`config.mk`:
```
export PLATFORM = sky130hd
export DESIGN_NAME = memarb
export DESIGN_NICKNAME = d
export VERILOG_FILES = /design/src/rtl/memarb.sv
export SDC_FILE = /design/constraint.sdc
export NUM_CORES = 1
export LEC_CHECK = 0
export CAP_MARGIN = 20
export CORE_ASPECT_RATIO = 1.25
export CORE_MARGIN = 2
export CORE_UTILIZATION = 29
export DETAILED_ROUTE_END_ITERATION = 8
export PLACE_DENSITY = 0.79
export SYNTH_ARGS = -nofsm -noshare
export SYNTH_HDL_FRONTEND = slang
export SYNTH_SLANG_ARGS = --single-unit
export TNS_END_PERCENT = 100
```
`constraint.sdc`:
```
create_clock -name iw_clk -period 1.9 [get_ports iw_clk]
set_clock_uncertainty 0.05 [all_clocks]
set_input_delay 0.19 -clock iw_clk [delete_from_list [all_inputs] [get_ports iw_clk]]
set_output_delay 0.19 -clock iw_clk [all_outputs]
set_load 0.05 [all_outputs]
```
`src/rtl/memarb.sv`:
```
`default_nettype none
// ============================================================================
//  Module      : memarb
//  Description : Single-port memory arbiter between the fetch requester (I)
//                and the load/store requester (D). The data port has
//                priority. A streak limiter stops D from holding off a
//                waiting fetch for more than P_MAX_DSTREAK grants in a row.
//                Read data returns to the owning requester one cycle after
//                its grant. A saturating counter records fetch stall cycles
//                for debug.
//  Revision    : 1.0 - initial release
// ============================================================================
module memarb #(
    parameter int P_MAX_DSTREAK = 3,
    parameter int P_CNT_W       = 16,
    parameter int SIZE_ADDR     = 8,
    parameter int SIZE_DATA     = 16
) (
    input  logic                 iw_clk,
    input  logic                 iw_rst,

    // Fetch requester (read only)
    input  logic                 iw_i_req,
    input  logic [SIZE_ADDR-1:0] iw_i_addr,
    output logic                 ow_i_gnt,
    output logic                 ow_i_rvalid,
    output logic [SIZE_DATA-1:0] ow_i_rdata,
    output logic                 ow_i_stall,

    // Data requester (read / write)
    input  logic                 iw_d_req,
    input  logic                 iw_d_we,
    input  logic [SIZE_ADDR-1:0] iw_d_addr,
    input  logic [SIZE_DATA-1:0] iw_d_wdata,
    output logic                 ow_d_gnt,
    output logic                 ow_d_rvalid,
    output logic [SIZE_DATA-1:0] ow_d_rdata,

    // Memory port (synchronous read, one cycle latency)
    output logic                 ow_mem_we,
    output logic [SIZE_ADDR-1:0] ow_mem_addr,
    output logic [SIZE_DATA-1:0] ow_mem_wdata,
    input  logic [SIZE_DATA-1:0] iw_mem_rdata,

    // Debug
    output logic [P_CNT_W-1:0]   ow_i_stall_cnt
);

    // Streak limit held in the same width as the streak register.
    localparam logic [3:0]         C_MAX_STREAK = 4'(P_MAX_DSTREAK);
    localparam logic [P_CNT_W-1:0] C_CNT_MAX    = {P_CNT_W{1'b1}};

    // ------------------------------------------------------------------
    // State
    // ------------------------------------------------------------------
    logic [3:0]         r_dstreak;    // consecutive D grants while I waits
    logic               r_rsp_i;      // fetch read issued last cycle
    logic               r_rsp_d;      // data read issued last cycle
    logic [P_CNT_W-1:0] r_stall_cnt;  // saturating fetch stall count

    // ------------------------------------------------------------------
    // Combinational signals
    // ------------------------------------------------------------------
    logic               w_i_gnt;
    logic               w_d_gnt;
    logic               w_force_i;
    logic               w_i_stall;
    logic [3:0]         w_dstreak_nxt;
    logic [SIZE_ADDR-1:0] w_mem_addr;
    logic [SIZE_DATA-1:0] w_mem_wdata;

    // Fetch is forced through once D has used up its allowed streak.
    assign w_force_i = (r_dstreak >= C_MAX_STREAK);

    // Grant selection: D wins contention unless the streak limit is reached.
    always_comb begin
        w_i_gnt = 1'b0;
        w_d_gnt = 1'b0;
        if (!iw_rst) begin
            if (iw_i_req && (!iw_d_req || w_force_i)) begin
                w_i_gnt = 1'b1;
            end else if (iw_d_req) begin
                w_d_gnt = 1'b1;
            end
        end
    end

    // A stall is a live fetch request that lost this cycle; nothing stalls
    // during reset because requests are ignored then.
    assign w_i_stall = iw_i_req & ~w_i_gnt & ~iw_rst;

    // Memory address / write data come from whichever port owns the cycle.
    // Fetch carries no write data, so the data bus idles at zero for it.
    always_comb begin
        w_mem_addr  = '0;
        w_mem_wdata = '0;
        if (w_d_gnt) begin
            w_mem_addr  = iw_d_addr;
            w_mem_wdata = iw_d_wdata;
        end else if (w_i_gnt) begin
            w_mem_addr  = iw_i_addr;
        end
    end

    // Streak grows only while D beats a waiting fetch; capped at the limit.
    always_comb begin
        w_dstreak_nxt = 4'd0;
        if (w_d_gnt && iw_i_req) begin
            if (r_dstreak < C_MAX_STREAK) begin
                w_dstreak_nxt = r_dstreak + 4'd1;
            end else begin
                w_dstreak_nxt = C_MAX_STREAK;
            end
        end
    end

    // Streak register.
    always_ff @(posedge iw_clk) begin
        if (iw_rst) begin
            r_dstreak <= 4'd0;
        end else begin
            r_dstreak <= w_dstreak_nxt;
        end
    end

    // Response-pending flags; writes produce no response. Reset drops any
    // read still in flight.
    always_ff @(posedge iw_clk) begin
        if (iw_rst) begin
            r_rsp_i <= 1'b0;
            r_rsp_d <= 1'b0;
        end else begin
            r_rsp_i <= w_i_gnt;
            r_rsp_d <= w_d_gnt & ~iw_d_we;
        end
    end

    // Fetch stall counter: counts lost cycles, holds at all-ones.
    always_ff @(posedge iw_clk) begin
        if (iw_rst) begin
            r_stall_cnt <= '0;
        end else if (w_i_stall && (r_stall_cnt != C_CNT_MAX)) begin
            r_stall_cnt <= r_stall_cnt + 1'b1;
        end
    end

    // ------------------------------------------------------------------
    // Outputs
    // ------------------------------------------------------------------
    assign ow_i_gnt       = w_i_gnt;
    assign ow_d_gnt       = w_d_gnt;
    assign ow_i_stall     = w_i_stall;

    assign ow_mem_we      = w_d_gnt & iw_d_we;
    assign ow_mem_addr    = w_mem_addr;
    assign ow_mem_wdata   = w_mem_wdata;

    // Read data is steered to its owner only; the other side sees zero.
    assign ow_i_rvalid    = r_rsp_i;
    assign ow_i_rdata     = r_rsp_i ? iw_mem_rdata : '0;
    assign ow_d_rvalid    = r_rsp_d;
    assign ow_d_rdata     = r_rsp_d ? iw_mem_rdata : '0;

    assign ow_i_stall_cnt = r_stall_cnt;

endmodule
`default_nettype wire

```
Word level (Yosys, flattened, before mapping)
Cells that the tools add are included.
{"block": "classes", "n_lt_le_gt_ge": 2, "n_eq_ne": 1, "n_mux": 11, "n_div": 0, "n_reduce_logical": 7, "add_sub_neg": 2, "bitwise": 9, "shifts": 0, "mul": 0}
{"cell": "$mux W16", "n": 3}
{"cell": "$add A16 B1 Y16 const B", "n": 1}
{"cell": "$mux W8", "n": 2}
{"cell": "$ne A16 B16 Y1 const B", "n": 1}
{"cell": "$mux W1", "n": 5}
{"cell": "$not A1 Y1", "n": 5}
{"cell": "$add A4 B1 Y4 const B", "n": 1}
{"cell": "$and A1 B1 Y1", "n": 4}
{"cell": "$ge A4 B2 Y1 const B", "n": 1}
{"cell": "$lt A4 B2 Y1 const B", "n": 1}
{"cell": "$logic_and A1 B1 Y1", "n": 3}
{"cell": "$reduce_or A3 Y1", "n": 1}
{"cell": "$mux W2", "n": 1}
{"cell": "$reduce_or A2 Y1", "n": 1}
{"cell": "$logic_not A1 Y1", "n": 1}
{"cell": "$logic_or A1 B1 Y1", "n": 1}
{"block": "totals", "inputBits": 53, "regBits": 22, "ram_bits": 0, "latch_bits": 0, "memories": 0, "mem_bits_ro": 0}

Longest topological paths before layout
Gate-level depths: netlist of the first run.
{"block": "logic_depth", "depth_word": 9, "depth_mapped": 6}

Least setup slack after synthesis of the first run
OpenSTA, ideal clock, no wires.
{"block": "synth_path", "path_kind": "reg-to-output", "start": "register r_dstreak[0]", "end": "output port ow_mem_wdata[10]", "required_ps": 1660, "arrival_time_ps": 2325, "path_stages_with_launch": 7, "slack_ps": -665, "path_cell_list": "dfxtp_1 -> ha_1 -> nor3_4 -> o211a_1 -> clkbuf_1 -> clkbuf_1 -> and2_1"}
{"block": "synth_via", "elab_chain_len": 6}
{"element": "start: declaration", "line": "56", "text": "logic [3:0] r_dstreak;"}
{"element": "start signal: assignment", "line": "122", "text": "r_dstreak <= w_dstreak_nxt;"}
{"element": "$ge A4 B2 Y1", "line": "73", "text": "assign w_force_i = (r_dstreak >= C_MAX_STREAK);"}
{"element": "$logic_or A1 B1 Y1", "line": "80", "text": "if (iw_i_req && (!iw_d_req || w_force_i)) begin"}
{"element": "$logic_and A1 B1 Y1", "line": "80"}
{"element": "$mux W1", "line": "80"}
{"element": "$mux W1", "line": "79", "text": "if (!iw_rst) begin"}
{"element": "via ow_d_gnt", "line": "35", "text": "output logic ow_d_gnt,"}
{"element": "$mux W16", "line": "97", "text": "if (w_d_gnt) begin"}
{"element": "end: declaration", "line": "42", "text": "output logic [SIZE_DATA-1:0] ow_mem_wdata,"}
The timed path passes the listed nets, and every way through them passes these cells.

Final worst setup path of the first run
{"block": "layout_path", "start": "register r_dstreak[1]", "end": "output port ow_mem_addr[4]"}
{"block": "layout_via", "elab_chain_len": 7, "elab_cells_between_ends": 9, "cone_classes": "order compare: 1; mux: 6; reduce/logical: 2"}
{"element": "$ge A4 B2 Y1 (*)", "line": "73"}
{"element": "$logic_or A1 B1 Y1 (*)", "line": "80"}
{"element": "$logic_and A1 B1 Y1 (*)", "line": "80"}
{"element": "$mux W1", "line": "80"}
{"element": "$mux W1", "line": "79"}
{"element": "$mux W8", "line": "100", "text": "end else if (w_i_gnt) begin"}
{"element": "$mux W8 (*)", "line": "97"}
{"element": "end: declaration", "line": "41", "text": "output logic [SIZE_ADDR-1:0] ow_mem_addr,"}
Mark *: on every way between the ends. The rest lies on a longest branch, timed or not.

==> results.md, run 1 <==
* Area grow syn2layout at 159%
* Top Metal Used: met4
* Initial core utilization at 29.8%
* Final Setup Violations at 24
* Post-Place Cells at 374
* Pre-antenna DRT Iters at 5
* Yosys reg bits at 22
* Pin count of the biggest net entering global routing at 18
* Row cnt at 29
* Final WS setup at -0.0444 ns
* Core ar. at 0.00504 mm^2
* Pwr/cell area at 360 mW/mm^2
* Tightest Pin Transition at 0.530 ns
* Setup crit end: ow_mem_addr[4]
* CP Data Required Time at 1.66 ns
* CP arrival at 1.70 ns
* WL final at 6.46 mm
* Initial antenna violation count at 0
* # fillers at 308
* DR vias at 1,979
* Core Util, Final at 77.1%
* Final min period at 1.94 ns
* ANT nets after route at 0
* Grt total ovfl at 0
* Distinct cells, synth at 38
* Via/cell ratio at 5.07
* Hold_buf cts at 0
* Detailed-placement wirelength estimate at 5.03 mm
* WL met1 at 2.08 mm
* Cell count after synthesis at 176
* Syn Area/Cell at 8.53 um^2
* Stages on the worst setup path at 7
* Beginning of the critical path: r_dstreak[1]
* Worst r2r dst: ow_i_stall_cnt[7]
* Reg clk slew, reported paths at 0.07 ns
* Reg2Reg Setup Slack at 0.04 ns
* Unrepaired setup endpoints after global routing: yes
* HP Class: register to register
* Slowest-stage cell, CP: dfxtp_2
* Status: finished with violations
* CP most frequent cell: buf_6
* CP max stage delay at 0.34 ns
* Inserted Diodes at 0
* CTS HTree Levels at 1
* Post-synth EDFFs at 0
* CTS tree: built
* Port bufs at 130
* R2R cell count at 7
* Fin Hold WS at 0.377 ns
* Crit Path Class: register to primary output
* GPL Wtd Cong at 0.798
* Met3 WL at 463 um
* WL met2 at 3.65 mm
* Skew-Pair Late Insertion Delay at 0.26 ns
* Layout cells sized above 1 at 45.4%
* Synth async-reset ratio at 0%
* Wire per inst at 16.6 um
* Dominant synthesized flop cell: dfxtp_1
* Vias in the first global route at 1,903
* Commonest non-fill, non-tap cell in the layout: clkdlybuf4s50_1
* # DRC at 0
* CTS Root Cell: clkbuf_8
* Peak supply drop at 0.350 mV
* Final hold vios at 0
* Inserted Clock Buffers at 3
* Startpoint types: register
* Crit path max fanout at 8
* Global-route wire length before repair at 9.40 mm
* Leakage at 0.00157 uW
* Die area at 0.00577 mm^2
* R2r startpoint: r_dstreak[1]
* Relative slew slack at 64.6%
* Cell family with most CP delay: buffers and inverters
* CP Buf/Inv Count at 3
* Yosys warns at 0
* GRT Overall Usage at 21.3%
* Fin nets at 385
* Die Span Y at 84.4 um
* MaxCap Viol Count at 0
* Fin cells at 390
* # IOs at 131
* Tcrit/Tclk final at 102%
* Worst-path cell chain: ha_4 > nor3_4 > buf_6 > a211oi_4 > buf_6 > a22o_2 > buf_12
* Clock sinks at 22
* Initial DRC count at 38
* CP Capture Type: primary output
* FMAX at 514 MHz
* TNS Setup at -0.507 ns
* Max Slew Vio Count at 0
* Worst slack, placed at -0.0976 ns
* Die Width at 68.4 um
* Post-Syn Area at 0.00150 mm^2
* Violated checks: setup timing
* Seq/Total Area, Yosys at 29.3%
* Clk buf depth at 2
* Most frequent cells in the layout: clkdlybuf4s50_1 (68), buf_12 (61), and2_1 (34)
[per-stage QoR]
stage	instance area (um^2)	power [uW]
6_report	3890	1400
2_1_floorplan	1620	745
5_1_grt	3890	1450
4_1_cts	3760	1390
3_3_place_gp	3630	1080
3_5_place_dp	3630	1090
[power breakdown]
| part | switching, uW | internal (uW) | total [uW] |
|---|---|---|---|
| clock network | 145 | 141 | 286 |
| registers | 10.0 | 466 | 476 |
| logic | 293 | 344 | 637 |
[cell usage after synthesis, drive strengths merged, types with 2 or more instances]
cell type	number	share of area (%)
a211oi	2	1.3
a21oi	11	3.7
a22o	8	4.7
and2	51	21
and3	3	1.3
buf	3	1.8
clkbuf	5	1.3
dfxtp	22	29
ha	2	1.7
inv	5	1.3
mux2	2	1.5
nand2	7	1.9
nand3	6	2.0
nand4	6	4.3
nor2	3	0.75
nor2b	3	1.3
nor3	3	1.8
nor4	2	2.8
o21ai	2	0.67
o31ai	9	4.5
or3	3	1.3
or4	8	4.0
[final cells by class]
type,instances,area (um^2),area share (%)
inverters,5,18.8,0.483
repair buffers,156,2160,55.5
multi-input cells,142,1130,29.1
well taps,62,77.6,2.00
flip-flops and latches,22,459,11.8
clock buffers,3,41.3,1.06
[worst min path at each step]
stage | slack [ns] | depth (start not counted) | endpoint | from
floorplan | 0.21 | 1 | ow_d_rvalid | iw_d_we
global placement | 0.36 | 1 | r_dstreak[0] | r_dstreak[0]
detailed placement | 0.36 | 1 | r_dstreak[0] | r_dstreak[0]
CTS | 0.38 | 1 | r_dstreak[0] | r_dstreak[0]
global route | 0.39 | 1 | r_dstreak[0] | r_dstreak[0]
finish | 0.38 | 1 | r_dstreak[0] | r_dstreak[0]
[kinds of logic (layout without fill, tap and decap cells)]
logic type	count (synthesis)	count (layout)	share of synthesized area, %
adders and majority gates	2	2	1.67
DFF	22	22	29.3
muxes	3	3	2.17
and+or+nand+nor	98	98	44.4
AOI/OAI and AO/OA	37	37	17.8
other	1	2	0.250
buffers and inverters	13	164	4.33
[timing repair]
action                                  CTS  global route
buffers inserted                          4             7
pin swaps                                 4            15
endpoints found under the setup margin   34            36
gates resized for setup                  10            10
cloned                                    1             1
endpoints found under the hold margin     0             0
[metal layers]
metal	vias to the layer above	GRT usage, %
met1	921	19.2
met2	93	42.0
met4	0	8.73
li1	943	-
met5	-	0
met3	22	5.36
[sequential cells by signal (all words and copies together) (netlist names)]
name / cells
ow_i_stall_cnt: 16
r_dstreak: 4
ow_d_rvalid: 1
ow_i_rvalid: 1
Note: power is estimated with default switching activity, not from simulation.
==> run 2, diff against run 1 <==
CORE_UTILIZATION = 34   (was 29)
PLACE_DENSITY = 0.87   (was 0.79)
clock period = 2.3 ns   (was 1.9 ns; I/O delays follow)
==> run 2 against run 1 <==
The run now ends clean. Die area is 14% lower. Flip-flop and latch count stayed put. Via count is 6.9% lower. Sequential share of layout area is 1.9 points higher. Critical endpoint is now ow_i_rdata[5]. Largest power group unchanged.
==> results.md, run 2 (same netlist as run 1, synthesis figures left out) <==
* Status: completed (was finished with violations)
* Fin nets at 364 (was 385)
* FMAX at 465 MHz
* Startpoint types: register (unchanged)
* Sequential share of power at 36.7% (was 34.0%)
* ANT nets after route at 0 (unchanged)
* Final Cell Area at 0.00321 mm^2 (was 0.00389 mm^2)
* Die area at 0.00497 mm^2 (was 0.00577 mm^2)
* Row cnt at 27 (was 29)
* Leakage at 0.00126 uW (was 0.00157 uW)
* Clk buf depth at 2 (unchanged)
* Crit Path Class: register to primary output (unchanged)
* Hold_buf cts at 0 (unchanged)
* Final min period at 2.15 ns
* GRT Overall Usage at 22.5% (was 21.3%)
* Initial DRC count at 37 (was 38)
* HP Class: register to register (unchanged)
* TNS Setup at 0 ns (was -0.507 ns)
* Via/cell ratio at 5.05 (was 5.07)
* Most frequent cells in the layout: clkdlybuf4s50_1 (98), and2_1 (43), buf_12 (28) (was clkdlybuf4s50_1 (68), buf_12 (61), and2_1 (34))
* Grt total ovfl at 0 (unchanged)
* Pwr/cell area at 333 mW/mm^2 (was 360 mW/mm^2)
* Clock sinks at 22 (unchanged)
* CP Data Required Time at 2.02 ns (was 1.66 ns)
* Relative slew slack at 55.0% (was 64.6%)
* DP Area at 0.00314 mm^2 (was 0.00363 mm^2)
* CTS tree: built (unchanged)
* Port bufs at 130 (unchanged)
* Logic pwr share at 40.8% (was 45.5%)
* Tightest Pin Transition at 0.670 ns (was 0.530 ns)
* Clock power share at 22.5% (was 20.5%)
* # IOs at 131 (unchanged)
* CP arrival at 1.87 ns (was 1.70 ns)
* Slowest-stage cell, CP: clkdlybuf4s50_1 (was dfxtp_2)
* Die Span Y at 78.3 um (was 84.4 um)
* Detailed-placement wirelength estimate at 4.70 mm (was 5.03 mm)
* Wire per inst at 15.7 um (was 16.6 um)
* Flip-flop count of the largest register after layout at 16 (unchanged)
* Inserted Diodes at 0 (unchanged)
* Skew-Pair Late Insertion Delay at 0.27 ns (was 0.26 ns)
* Reg clk slew, reported paths at 0.07 ns (about the same)
* Unrepaired setup endpoints after global routing: no (was yes)
* Worst-path cell chain: and2_1 > clkdlybuf4s50_1 (was ha_4 > nor3_4 > buf_6 > a211oi_4 > buf_6 > a22o_2 > buf_12)
* # fillers at 316 (was 308)
* Vias in the first global route at 1,774 (was 1,903)
* CTS Root Cell: clkbuf_8 (unchanged)
* CP Capture Type: primary output (unchanged)
* Initial antenna violation count at 0 (unchanged)
* CP max stage delay at 0.81 ns (was 0.34 ns)
* Tcrit/Tclk final at 93.6%
* Pre-antenna DRT Iters at 4 (was 5)
* Inserted Clock Buffers at 3 (unchanged)
* Core ar. at 0.00432 mm^2 (was 0.00504 mm^2)
* Final Setup Violations at 0 (was 24)
* CTS HTree Levels at 1 (unchanged)
* NetSw at 351 uW (was 448 uW)
* Peak supply drop at 0.282 mV (was 0.350 mV)
* MaxCap Viol Count at 0 (unchanged)
* Area grow syn2layout at 114% (was 159%)
* Final hold vios at 0 (unchanged)
* Die Width at 63.4 um (was 68.4 um)
* Sw Share at 32.8% (was 32.0%)
* DR vias at 1,842 (was 1,979)
* Max Slew Vio Count at 0 (unchanged)
* Initial core utilization at 34.7% (was 29.8%)
* Crit path max fanout at 17 (was 8)
* Internal power at 718 uW (was 951 uW)
* WL final at 5.74 mm (was 6.46 mm)
* Commonest non-fill, non-tap cell in the layout: clkdlybuf4s50_1 (unchanged)
* Layout cells sized above 1 at 18.9% (was 45.4%)
* Global-route wire length before repair at 8.95 mm (was 9.40 mm)
* Pin count of the biggest net entering global routing at 28 (was 18)
* GPL Wtd Cong at 0.827 (was 0.798)
* Total power at 1070 uW (was 1400 uW)
* # DRC at 0 (unchanged)
==> run 2: area by class of cell <==
class | instances | area (um^2) | share of cell area [%]
Multi-Input combinational cell | 142 | 1020 | 32.0
Clock buffer | 3 | 41.3 | 1.29
Inverter | 5 | 18.8 | 0.585
Tap cell | 58 | 72.6 | 2.26
Sequential cell | 22 | 440 | 13.7
Timing Repair Buffer | 135 | 1610 | 50.2
==> run 2: routing by layer <==
layer  up-vias  global-route usage [%]  part of all wire, %  wire [um]
li1        906                       -                    -          -
met1       857                    23.6                   36       2060
met2        71                    43.8                   55       3160
met3         8                    5.01                  7.2        412
met4         0                    6.52                  1.7         99
met5         -                       0                    0          0
==> run 2: what timing repair did <==
| action | 4_1_cts | 5_1_grt |
|---|---|---|
| endpoints found under the setup margin | 25 | 15 |
| pin swaps | 0 | 1 |
| resized for setup | 1 | 1 |
| setup buffers | 0 | 2 |
==> run 2: power groups by stage <==
stage / logic [uW] / clock network (uW) / registers (uW)
2_1_floorplan: 195 / 0 / 404
3_3_place_gp: 428 / 0 / 401
3_5_place_dp: 432 / 0 / 402
4_1_cts: 434 / 242 / 393
5_1_grt: 452 / 259 / 394
6_report: 436 / 241 / 392
==> run 2: worst paths after layout <==
path	startpoint	end	slack, ns	cells past startpoint
setup / recovery	ow_i_rvalid	ow_i_rdata[5]	0.15	2
hold / removal	r_dstreak[0]	r_dstreak[0]	0.40	1
setup reg to reg	r_dstreak[0]	ow_i_stall_cnt[15]	0.19	6
hold reg to reg	r_dstreak[0]	r_dstreak[0]	0.40	1
==> run 2: worst max-delay path, delay by kind of cell, from the launching register on <==
kind / cells / cell delay [ns]
flip-flops: 1 / 0.59
buffers and inverters: 1 / 0.81
AND/OR/NAND/NOR: 1 / 0.20
==> run 2: per-stage QoR <==
stage / hold WS, ns / util [%] / std cells / setup WS, ns
floorplan: 0.252 / - / 177 / -0.0751
global placement: 0.363 / 72.7 / 360 / 0.128
detailed placement: 0.375 / 72.7 / 360 / 0.0000959
CTS: 0.409 / 73.6 / 363 / 0.0209
global route: 0.445 / 74.2 / 365 / 0.0263
finish: 0.404 / 74.2 / 365 / 0.148
==> patch 1: new RTL, config.mk and constraints of run 1 <==
Set the parameter `P_CNT_W` to 32 (it was 16).
--- a/src/rtl/memarb.sv
+++ b/src/rtl/memarb.sv
@@ -12,7 +12,7 @@
 // ============================================================================
 module memarb #(
     parameter int P_MAX_DSTREAK = 3,
-    parameter int P_CNT_W       = 16,
+    parameter int P_CNT_W       = 32,
     parameter int SIZE_ADDR     = 8,
     parameter int SIZE_DATA     = 16
 ) (
Interface: changed (resized ow_i_stall_cnt); port bits go from 131 to 147. The function was not compared with the original's and may differ.
==> patch 1 against run 1 <==
  * Final area up 39%
  * Routed wire length increased by 58%
  * The flow still finishes with violations (setup timing)
  * Sequential share of layout area rose by 4.2 points
  * Synthesized cell count grew 55%
  * Combinational power rose by 0.9%
  * Highest routed layer unchanged
  * Global-route usage fell by 0.60 points
  * Area after synthesis rose by 50%
  * Worst setup slack got worse by 0.27 ns
  * Sequential cell count grew 16
  * Clock power grew to 2.5 times the old value
  * Total power increased by 53%
==> patch 1: results (changes against run 1) <==
| Metric | Value |
|---|---|
| Outcome | `complete, but fails checks (unchanged)` |
| Failing checks | `setup timing (unchanged)` |
| Max FO, Critical Path | `27 (was 8)` |
| Seq pwr share | `36.4% (was 34.0%)` |
| Register area share after synthesis | `33.8% (was 29.3%)` |
| PnR worst setup slack | `-0.313 ns (was -0.0444 ns)` |
| Sw Ratio | `30.0% (was 32.0%)` |
| Number of flip-flops in the largest register | `32 (was 16)` |
| Clk_lat worst skew | `0.30 ns (was 0.26 ns)` |
| First-pass GRT wire length | `14100 µm (was 9400 µm)` |
| Vias in the first global route | `2815 (was 1903)` |
| Postcts setup bufs | `2 (was 4)` |
| Metal2 WL | `5560 µm (was 3650 µm)` |
| Critical path arrival | `1.97 ns (was 1.70 ns)` |
| PostCTS Resize Cnt | `7 (was 10)` |
| Finish-stage setup viols | `57 (was 24)` |
| Post-placement cell area | `0.00483 mm² (was 0.00363 mm²)` |
| Nets | `523 (was 385)` |
| WL met3 | `634 µm (was 463 µm)` |
| Final std cells w/o fill | `561 (was 390)` |
| Met2 Usage GRT | `39.8% (was 42.0%)` |
| Pre-CTS setup slack | `-0.266 ns (was -0.0976 ns)` |
| Port Buffers | `146 (was 130)` |
| Worst-margin pin slew | `0.552 ns (was 0.530 ns)` |
| CTS Buf Count | `5 (was 3)` |
| Iter 0 DRT Violations | `78 (was 38)` |
| Routed Wire Length | `10200 µm (was 6460 µm)` |
| Peak supply drop | `0.000497 V (was 0.000350 V)` |
## patch 1: cell count changes after synthesis, moves of 3 or more
| cell | before | now |
|---|---|---|
| nand4_1 | 3 | 7 |
| xnor2_1 | 0 | 3 |
| nor4_1 | 0 | 3 |
| o31ai_1 | 9 | 6 |
| dfxtp_1 | 22 | 38 |
| nand3b_1 | 0 | 4 |
| inv_1 | 5 | 8 |
| o21ai_0 | 2 | 14 |
| or3_1 | 3 | 13 |
| nand2_1 | 6 | 17 |
| xor2_1 | 0 | 3 |
| a21oi_1 | 11 | 22 |
| a31oi_1 | 0 | 3 |
| nor2_1 | 3 | 12 |
## patch 1: final timing paths
check	cells past startpoint	slack, ns	from	end
max reg2reg	9	-0.24	r_dstreak[0]$_SDFF_PP0_	ow_i_stall_cnt[16]$_SDFFE_PP0P_
max	7	-0.31	r_dstreak[0]$_SDFF_PP0_	ow_mem_addr[3]
min	1	0.39	r_dstreak[0]$_SDFF_PP0_	r_dstreak[0]$_SDFF_PP0_
min reg2reg	1	0.39	r_dstreak[0]$_SDFF_PP0_	r_dstreak[0]$_SDFF_PP0_
## patch 1: logic make-up (layout without fill, tap and decap cells)
kind of cell | Yosys count | in the layout | synth area share (%)
AO/OA/AOI/OAI | 61 | 62 | 17.0
XOR/XNOR | 6 | 6 | 2.34
adder cells (fa/ha/maj) | 2 | 2 | 1.11
buffers and inverters | 19 | 213 | 4.17
flip-flops | 38 | 38 | 33.8
multiplexers | 3 | 3 | 1.39
other | 1 | 2 | 0.167
AND/OR/NAND/NOR | 143 | 143 | 40.1
## patch 1: layout make-up
class | count | area, µm²
multi-input cells | 218 | 1790
fillers | 499 | 2050
clock buffers | 5 | 68.8
repair buffers | 197 | 2480
inverters | 8 | 33.8
well taps | 92 | 115
clock inverters | 3 | 45.0
flip-flops and latches | 38 | 861
==> patch 2: new RTL, settings of run 1 <==
Made on the original files. Make the reset (`iw_rst`) asynchronous in 3 clocked blocks.
--- a/src/rtl/memarb.sv
+++ b/src/rtl/memarb.sv
@@ -115,7 +115,7 @@
     end
 
     // Streak register.
-    always_ff @(posedge iw_clk) begin
+    always_ff @(posedge iw_clk or posedge iw_rst) begin
         if (iw_rst) begin
             r_dstreak <= 4'd0;
         end else begin
@@ -125,7 +125,7 @@
 
     // Response-pending flags; writes produce no response. Reset drops any
     // read still in flight.
-    always_ff @(posedge iw_clk) begin
+    always_ff @(posedge iw_clk or posedge iw_rst) begin
         if (iw_rst) begin
             r_rsp_i <= 1'b0;
             r_rsp_d <= 1'b0;
@@ -136,7 +136,7 @@
     end
 
     // Fetch stall counter: counts lost cycles, holds at all-ones.
-    always_ff @(posedge iw_clk) begin
+    always_ff @(posedge iw_clk or posedge iw_rst) begin
         if (iw_rst) begin
             r_stall_cnt <= '0;
         end else if (w_i_stall && (r_stall_cnt != C_CNT_MAX)) begin
Formal check against the unedited RTL: differs if iw_rst is asserted again (counterexample within 4 cycles, from zero or initial values and one cycle with iw_rst high); with iw_rst held inactive, the same outputs for 10 cycles.
==> patch 2 against run 1 <==
  * The run still ends with setup timing left
  * Sequential cell count stayed put
  * Highest routed layer unchanged
  * Global-route usage grew 3.5 points
  * Area after synthesis shrank 0.75%
  * Via count is 11% lower
  * Sequential share of layout area rose by 2.7 points
  * Final area shrank 1.8%
  * Total power is 22% higher
  * Worst setup slack lost 0.11 ns
  * Worst hold slack got worse by 0.018 ns
  * Routed wire length is 17% higher
==> patch 2: results (changes against run 1) <==
| Metric | Value |
|---|---|
| Pre-Repair DR Iteration Count | `4 (was 5)` |
| P_sw | `0.631 mW (was 0.448 mW)` |
| Inst Count DP | `350 (was 374)` |
| Syn Area/Cell | `9.74 µm² (was 8.53 µm²)` |
| Worst path max stage delay | `0.36 ns (was 0.34 ns)` |
| Iter 0 DRT Violations | `90 (was 38)` |
| Worst path slowest cell | `dfrtp_1 (was dfxtp_2)` |
| Max FO, Critical Path | `7 (was 8)` |
| PnR worst setup slack | `-0.155 ns (was -0.0444 ns)` |
| Asr flop ratio synth | `100% (was 0%)` |
| Pleak | `1.67 nW (was 1.57 nW)` |
| RePlAce Congestion | `0.814 (was 0.798)` |
| Slew HR | `66.1% (was 64.6%)` |
| Outcome | `complete, but fails checks (unchanged)` |
| Synth cell types | `32 (was 38)` |
| Ys flop type | `dfrtp_1 (was dfxtp_1)` |
| Comb. pwr | `0.861 mW (was 0.637 mW)` |
| CP top delay family | `compound AO/OA/AOI/OAI gates (was buffers and inverters)` |
| Failing checks | `setup timing (unchanged)` |
| Vias in the first global route | `1804 (was 1903)` |
| Critical path arrival | `1.82 ns (was 1.70 ns)` |
| Detail Placement HPWL | `5530 µm (was 5030 µm)` |
| Vias per cell | `4.87 (was 5.07)` |
| Drt wl/cell | `20.8 µm (was 16.6 µm)` |
| Share of cells above drive strength 1 | `42.2% (was 45.4%)` |
| Largest net degree at the start of global routing | `23 (was 18)` |
| Top cells by count, synth | `and2_1, dfrtp_1, xor2_1 (was and2_1, dfxtp_1, a21oi_1)` |
| Finish-stage setup viols | `26 (was 24)` |
| Hold Crit Class | `primary input to asynchronous set/reset pin (was register to register)` |
==> patch 2: cell types whose count changed after synthesis, sizes merged, moves of 4 or more <==
cell / before / now
o31ai: 9 / 0
nor4: 2 / 6
dfxtp: 22 / 0
dfrtp: 0 / 22
xor2: 0 / 13
a21oi: 11 / 0
or4: 8 / 0
==> patch 2: worst paths after layout <==
kind                                               start                            end  slack (ns)  cells past startpoint
setup / recovery                  r_dstreak[0]$_DFF_PP0_                 ow_mem_addr[1]       -0.16                      7
hold / removal                                    iw_rst  ow_i_stall_cnt[7]$_DFFE_PP0P_        0.36                      3
setup reg to reg                  r_dstreak[0]$_DFF_PP0_  ow_i_stall_cnt[6]$_DFFE_PP0P_        0.12                      6
hold reg to reg            ow_i_stall_cnt[0]$_DFFE_PP0P_  ow_i_stall_cnt[0]$_DFFE_PP0P_        0.44                      1
max in group asynchronous                         iw_rst  ow_i_stall_cnt[1]$_DFFE_PP0P_        1.21                      3
min in group iw_clk                              iw_d_we          ow_d_rvalid$_DFF_PP0_        0.44                      2
==> patch 2: stage by stage <==
stage / worst slack [ns] / util, % / area, µm² / power (mW) / hold slack (ns)
final: -0.155 / 76.2 / 3820 / 1.70 / 0.359
after global routing: -0.209 / 76.2 / 3820 / 1.78 / 0.414
after CTS: -0.156 / 74.6 / 3730 / 1.69 / 0.342
after detailed placement: 0.0482 / 72.1 / 3610 / 1.38 / 0.396
after global placement: 0.0820 / 72.1 / 3610 / 1.37 / 0.383
after floorplan: -0.0593 / - / 1570 / 0.939 / 0.137
==> patch 2: per-layer routing <==
metal	routed length (µm)	vias to the layer above	global-route usage [%]
met5	0	-	0
met4	236	0	7.64
met3	838	16	8.31
met2	3910	91	43.0
met1	2560	844	27.9
li1	-	817	-
==> patch 2: logic make-up (layout without fill, tap and decap cells) <==
family / Yosys count / after routing / share of synthesized area (%)
flip-flops: 22 / 22 / 36.9
buffers and inverters: 11 / 158 / 3.19
AO/OA/AOI/OAI: 10 / 10 / 6.21
multiplexers: 1 / 1 / 0.756
AND/OR/NAND/NOR: 91 / 91 / 42.1
adder cells (fa/ha/maj): 2 / 2 / 1.68
XOR/XNOR: 15 / 15 / 8.82
other: 1 / 2 / 0.252
==> patch 2: worst reg2reg max path, stage by stage (launching register included) <==
cell and delay [ns]:
dfrtp_1 0.39, ha_2 0.20, nor3_4 0.19, buf_4 0.22, nand2_8 0.10, nor4_1 0.36, xor2_1 0.19
==> patch 2: cell type report <==
type	instances	area, µm²
clock buffer	4	45.0
timing repair buffer	149	2090
multi-input combinational	121	1030
tap	62	77.6
fill	299	1190
sequential	22	553
inverter	5	21.3
==> patch 2: what timing repair did <==
action / 4_1_cts / 5_1_grt
gates resized for setup: 5 / 12
buffers inserted: 5 / 4
pin swaps: 0 / 18
setup endpoints to repair: 26 / 40
gates cloned: 1 / 2
